**src/rtl/relu_maxpool_stream.sv**
```systemverilog
// ---------------------------------------------------------------------------
// relu_maxpool_stream
//   Streaming 2x2 / stride-2 max-pool stage for one filter channel. Consumes a
//   FMAP_SIZE x FMAP_SIZE feature map one pixel per handshake in raster order
//   and emits the (FMAP_SIZE/2) x (FMAP_SIZE/2) pooled map in raster order
//   through a one-entry output register. An odd trailing row/column is
//   accepted and discarded.
//
//   Optional feature macro: RELU_POOL_EN
//     defined   -> output register loads max(0, pooled) (ReLU after pool)
//     undefined -> output register loads the raw signed maximum
//
// Ports
//   clk        rising-edge clock
//   rst_n      asynchronous active-low reset
//   in_valid   in_data / in_last valid
//   in_ready   stage accepts the input pixel this cycle (combinational)
//   in_data    conv output pixel, signed, DATA_W bits
//   in_last    marks the final pixel of the map
//   out_valid  pooled pixel available
//   out_ready  downstream accepts the pooled pixel
//   out_data   pooled pixel, signed, DATA_W bits
//   out_last   marks the final pooled pixel of the map
//   frame_err  one-cycle pulse on in_last / map-length mismatch
// ---------------------------------------------------------------------------
module relu_maxpool_stream #(
   parameter int unsigned DATA_W    = 32,
   parameter int unsigned FMAP_SIZE = 11
) (
   input  logic              clk,
   input  logic              rst_n,
   input  logic              in_valid,
   output logic              in_ready,
   input  logic [DATA_W-1:0] in_data,
   input  logic              in_last,
   output logic              out_valid,
   input  logic              out_ready,
   output logic [DATA_W-1:0] out_data,
   output logic              out_last,
   output logic              frame_err
);

   localparam int unsigned OUT_SIZE = FMAP_SIZE / 2;
   localparam int unsigned WIN      = 2 * OUT_SIZE;
   // One extra code so WIN itself is representable when FMAP_SIZE is even.
   localparam int unsigned CNT_W    = $clog2(FMAP_SIZE + 1);
   localparam int unsigned IDX_W    = (OUT_SIZE > 1) ? $clog2(OUT_SIZE) : 1;

   localparam logic [CNT_W-1:0] LAST_POS = CNT_W'(FMAP_SIZE - 1);
   localparam logic [CNT_W-1:0] WIN_POS  = CNT_W'(WIN);
   localparam logic [CNT_W-1:0] WIN_LAST = CNT_W'(WIN - 1);

   typedef enum logic [1:0] {
      EVEN_ROW  = 2'd0,
      ODD_ROW   = 2'd1,
      TRAIL_ROW = 2'd2
   } state_t;

   state_t            state_q, state_d;
   logic [CNT_W-1:0]  row_q, row_d;
   logic [CNT_W-1:0]  col_q, col_d;
   logic              err_d;

   logic [DATA_W-1:0] hreg_q;
   logic [DATA_W-1:0] lbuf [OUT_SIZE];

   logic              accept_c;
   logic              row_end_c;
   logic              final_c;
   logic              in_win_c;
   logic [IDX_W-1:0]  lb_idx_c;
   logic [DATA_W-1:0] max_h_c;
   logic [DATA_W-1:0] pool_c;
   logic [DATA_W-1:0] pool_out_c;
   logic              hreg_we_c;
   logic              lbuf_we_c;
   logic              out_load_c;

   // Signed maximum of two pixels.
   function automatic logic [DATA_W-1:0] smax(input logic [DATA_W-1:0] a,
                                               input logic [DATA_W-1:0] b);
      return ($signed(a) > $signed(b)) ? a : b;
   endfunction

   // Input side can take a pixel whenever the output register is free or draining.
   assign in_ready  = !out_valid || out_ready;
   assign accept_c  = in_valid && in_ready;

   assign row_end_c = (col_q == LAST_POS);
   assign final_c   = row_end_c && (row_q == LAST_POS);
   assign in_win_c  = (col_q < WIN_POS) && (row_q < WIN_POS);
   assign lb_idx_c  = IDX_W'(col_q >> 1);

   // Horizontal pair max, then fold in the stored upper-row pair max.
   assign max_h_c   = smax(hreg_q, in_data);
   assign pool_c    = smax(lbuf[lb_idx_c], max_h_c);

`ifdef RELU_POOL_EN
   assign pool_out_c = pool_c[DATA_W-1] ? '0 : pool_c;
`else
   assign pool_out_c = pool_c;
`endif

   // Datapath strobes; the row bound in in_win_c keeps TRAIL_ROW pixels out.
   assign hreg_we_c  = accept_c && in_win_c && !col_q[0];
   assign lbuf_we_c  = accept_c && in_win_c &&  col_q[0] && (state_q == EVEN_ROW);
   assign out_load_c = accept_c && in_win_c &&  col_q[0] && (state_q == ODD_ROW);

   // Next-state / counter logic, advancing only on an accepted pixel.
   always_comb begin
      state_d = state_q;
      row_d   = row_q;
      col_d   = col_q;
      err_d   = 1'b0;
      if (accept_c) begin
         if (in_last && !final_c) begin
            // Early in_last: restart the map at the next pixel.
            err_d   = 1'b1;
            row_d   = '0;
            col_d   = '0;
            state_d = EVEN_ROW;
         end else if (final_c) begin
            // Final pixel wraps whether or not in_last came with it.
            err_d   = !in_last;
            row_d   = '0;
            col_d   = '0;
            state_d = EVEN_ROW;
         end else if (row_end_c) begin
            col_d = '0;
            row_d = row_q + CNT_W'(1);
            case (state_q)
               EVEN_ROW: state_d = ODD_ROW;
               ODD_ROW:  state_d = (row_q == WIN_LAST) ? TRAIL_ROW : EVEN_ROW;
               default:  state_d = TRAIL_ROW;
            endcase
         end else begin
            col_d = col_q + CNT_W'(1);
         end
      end
   end

   // State, position counters and error pulse.
   always_ff @(posedge clk or negedge rst_n) begin
      if (!rst_n) begin
         state_q   <= EVEN_ROW;
         row_q     <= '0;
         col_q     <= '0;
         frame_err <= 1'b0;
      end else begin
         state_q   <= state_d;
         row_q     <= row_d;
         col_q     <= col_d;
         frame_err <= err_d;
      end
   end

   // Left pixel of the current horizontal pair.
   always_ff @(posedge clk or negedge rst_n) begin
      if (!rst_n) begin
         hreg_q <= '0;
      end else if (hreg_we_c) begin
         hreg_q <= in_data;
      end
   end

   // Line buffer of upper-row pair maxima; contents are don't-care after reset.
   always_ff @(posedge clk) begin
      if (lbuf_we_c) begin
         lbuf[lb_idx_c] <= max_h_c;
      end
   end

   // One-entry output register; holds while stalled by out_ready.
   always_ff @(posedge clk or negedge rst_n) begin
      if (!rst_n) begin
         out_valid <= 1'b0;
         out_data  <= '0;
         out_last  <= 1'b0;
      end else if (out_load_c) begin
         out_valid <= 1'b1;
         out_data  <= pool_out_c;
         out_last  <= (row_q == WIN_LAST) && (col_q == WIN_LAST);
      end else if (out_ready) begin
         out_valid <= 1'b0;
         out_last  <= 1'b0;
      end
   end

endmodule
```
**config.mk**
```make
export PLATFORM = sky130hd
export DESIGN_NAME = relu_maxpool_stream
export DESIGN_NICKNAME = d
export VERILOG_FILES = /design/src/rtl/relu_maxpool_stream.sv
export SDC_FILE = /design/constraint.sdc
export NUM_CORES = 1
export LEC_CHECK = 0
export ABC_CLOCK_PERIOD_IN_PS = 5100
export CAP_MARGIN = 25
export CELL_PAD_IN_SITES_DETAIL_PLACEMENT = 1
export CELL_PAD_IN_SITES_GLOBAL_PLACEMENT = 1
export CORE_MARGIN = 5
export CORE_UTILIZATION = 47
export DETAILED_ROUTE_END_ITERATION = 10
export DONT_BUFFER_PORTS = 1
export GPL_ROUTABILITY_DRIVEN = 1
export PLACE_DENSITY_LB_ADDON = 0.1
export SETUP_SLACK_MARGIN = 0.15
export SLEW_MARGIN = 40
export SYNTH_ARGS = -nofsm -noshare
export SYNTH_HDL_FRONTEND = slang
export SYNTH_SLANG_ARGS = --single-unit
```
**constraint.sdc**
```tcl
create_clock -name clk -period 5.1 [get_ports clk]
set_input_delay 1.02 -clock clk [delete_from_list [all_inputs] [get_ports clk]]
set_output_delay 1.02 -clock clk [all_outputs]
set_load 0.01 [all_outputs]
```
==> impl_metrics.toml <==
[global_routing]
grtUsageTotal_pct = 24.20
grt_pass1_vias = 9045
overflow = 0
grt_max_degree = 78
grt_pass1_wl_mm = 53.75
antenna_found_initial = 0

[placed_design]
gp_congestion = 0.8954
hpwl_mm = 24.83
post_dp_cell_area_um2 = 12970
io_buffer_count = 0

[setup_path]
critPathCaptureType = "flop"
reg2reg_slack_ns = 0.29
regToRegEndpoint = "out_data[27]"
cp.arrival_ns = 5.29
crit_path_max_fanout = 15
crit_start = "in_data[24]"
crit_path_start_kind = "input port"
r2r_start = "hreg_q[31]"
cp.required_ns = 5.51
reg2regPathDepth = 23
endpoint = "out_data[27]"
worst-setup-path-type = "in -> reg"

[pwr]
switchingPower_uw = 3256
swShare_pct = 38.09
internal_power_uw = 5292
peakVddDrop_v = 0.0003518
seqPwrFrac_pct = 34.6
power_density_nw_per_um2 = 601.3
total_power_uw = 8548
clockPowerShare_pct = 22.5
power_leakage_uw = 0.005496
power_frac_comb_pct = 42.9

[yosys]
synth_edf_count = 160
yosys_most_used_dff = "edfxtp_1"
synth_fp_nets = 1039
synth_top_family_by_area = "compound AO/OA/AOI/OAI gates"
synth_area_um2 = 11750
yosys.area_share.simple_pct = 10.63
syn_area_per_cell_um2 = 12.58
ys_warn_count = 0
synth_mux_area_share_pct = 6.442
async_flop_share_pct = 32.49
synth_xor_area_share_pct = 0
synthAdderAreaFrac_pct = 7.240
synth_top_area_cell = "edfxtp_1"
synth_compound_area_share_pct = 14.66
ys_seq_area_share_pct = 57.28
yosysUniqueCellTypes = 64
yosysTopAreaCellShare_pct = 40.89
ys_ff_latch = 237
synthTopCellsByArea = "edfxtp_1, dfrtp_1, ha_1"
syn-instance-count = 934

[floorplanning]
die_w_um = 168.1
core_area_um2 = 24460
die_area_um2 = 28260
chipHeight_um = 168.1
initial_core_util_pct = 48.04
boundaryPins = 73
row_count = 57

[sta]
slew_viol_final = 0
finalCriticalPeriod_ns = 4.879
setup_violations = 0
rsz0062_at_grt = "no"
relSlewSlack_pct = 44.42
tightest_slew_ns = 0.8250
fmax_ghz = 0.2050
hold_viol_final = 0
final.setup_skew_ns = 0.01144
post-route-period-util_pct = 95.67
worst_hold_slack_ns = 0.1870

[clocking]
cts_tree = "done"
insertion_delay_ns = 0.53
clkTransAtPathRegs_ns = 0.06
numCtsBuffers = 27
clock_path_buffers = 3
clock_sinks = 237
cts_htree_levels = 1
cts_root_buf = "clkbuf_16"
cts_hold_buf = 0

[drt]
routedWlPerCell_um = 24.94
routed_via_density = 5.954
drtAntennaViolNets = 0
dr.first_iter.drc_count = 598
vias = 8294
wirelength_mm = 34.74
drt_first_pass_iters = 4
drc = 0

[layout]
num_antenna_cells = 0
areaGrowthSynthToFinish_pct = 20.99
nets = 1154
layout-drive-gt1-share_pct = 28.34
final_cell_area_um2 = 14220

[status]
status = "finished clean"

[flow_run]
cap_violations = 0

[hold_path]
hp-class = "in -> async"
[cell usage in the layout (no fill, tap or decap), drive strengths merged, types with 4 or more instances in the layout]
cell type,n
nand3,40
ha,68
nand4,12
mux2i,16
mux2,47
edfxtp,160
a21oi,40
dfrtp,77
nor3,4
nor4,8
nand2b,6
a21o,5
o32ai,32
a22oi,43
inv,42
nor2,30
nand2,57
buf,136
clkinv,7
and2,32
nor2b,6
o21ai,85
and4,4
a31oi,35
clkbuf,40
[power by group through the flow]
stage	Sequential [uW]	Clock, uW	Combinational, uW
detailed placement	2980	0	3290
floorplan	2790	0	1980
global placement	2970	0	3050
global route	2990	2060	4000
CTS	2950	1950	3340
finish	2950	1920	3670
[critical path, cell delays in order]
cell       delay, ns
inv_1           0.02
ha_1            0.32
a211oi_2        0.25
nor2_1          0.08
o311ai_2        0.37
o2111ai_4       0.20
buf_6           0.17
o211ai_4        0.25
buf_12          0.20
nand3_2         0.11
and2_1          0.18
ha_1            0.30
nand4_1         0.14
nor4_2          0.23
buf_4           0.15
a21bo_2         0.21
o211ai_1        0.22
a22oi_2         0.17
buf_4           0.16
buf_4           0.16
o32ai_2         0.29
a31oi_1         0.08
[sequential cells by signal, indices dropped and copies added (netlist names), 2 cells and up]
name	count
row_q	4
out_data	32
state_q	2
lbuf	160
col_q	4
hreg_q	32
[cell type report]
class,instances,area [um^2]
Multi-Input combinational cell,604,4833
Clock inverter,10,118.9
Sequential cell,237,6734
Tap cell,324,405.4
Timing Repair Buffer,137,1217
Clock buffer,39,750.7
Fill cell,2439,10240
Inverter,42,157.7
[how the worst min path moves through the flow]
stage	startpoint	end	slack, ns	cells after the start
2_1_floorplan	row_q[3]	row_q[3]	0.45	1
3_3_place_gp	row_q[3]	row_q[3]	0.48	1
3_5_place_dp	row_q[3]	row_q[3]	0.50	1
4_1_cts	rst_n	frame_err	0.16	0
5_1_grt	rst_n	frame_err	0.16	0
6_report	rst_n	out_valid	0.19	0
[repair_timing]
item                       4_1_cts  5_1_grt
setup endpoints to repair       32       32
hold endpoints to repair         0        0
buffers inserted                 0       12
gates cloned                     1        1
pin swaps                        2       13
gates resized for setup          4       38
[stage by stage]
stage	TNS [ns]	utilization, %	setup slack, ns	cells
2_1_floorplan	-10.69	-	-0.1671	934
3_3_place_gp	-22.12	52.86	-0.6983	1328
3_5_place_dp	-16.49	53.01	-0.5506	1330
4_1_cts	0	56.73	0.1373	1380
5_1_grt	0	58.12	0.05778	1393
6_report	0	58.12	0.2208	1393
[kinds of logic (layout without fill, tap and decap cells)]
kind of cell,after synthesis,in the layout
adders and majority gates,68,68
DFF,237,237
buffers and inverters,94,228
muxes,66,66
AOI/OAI and AO/OA,261,261
and+or+nand+nor,208,209
[cells in the mapped netlist (all sizes together), types with 3 or more instances]
library cell	number
o32ai	32
nor2b	6
o211ai	3
mux2i	16
o21ai	85
o31ai	3
edfxtp	160
mux4	3
and4	4
nor4	8
nand2	57
a21o	5
nor3	3
a221oi	3
and2	32
buf	25
or2	3
a21oi	40
nand4	12
nand2b	6
nand3	40
dfrtp	77
inv	42
mux2	47
nor3b	3
clkbuf	27
a22oi	43
ha	68
a31oi	35
nor2	30
[routing by layer]
metal  global-route usage, %  part of all wire [%]  wire length [um]  vias up
met5                       0                     0                 0        -
met4                   4.834                   1.7               607        0
met1                   34.66                    45             15750     4254
met3                   4.338                   5.6              1956       38
met2                   39.12                    47             16430      200
li1                        -                     -                 -     3802
Note: power is estimated with default switching activity, not from simulation.
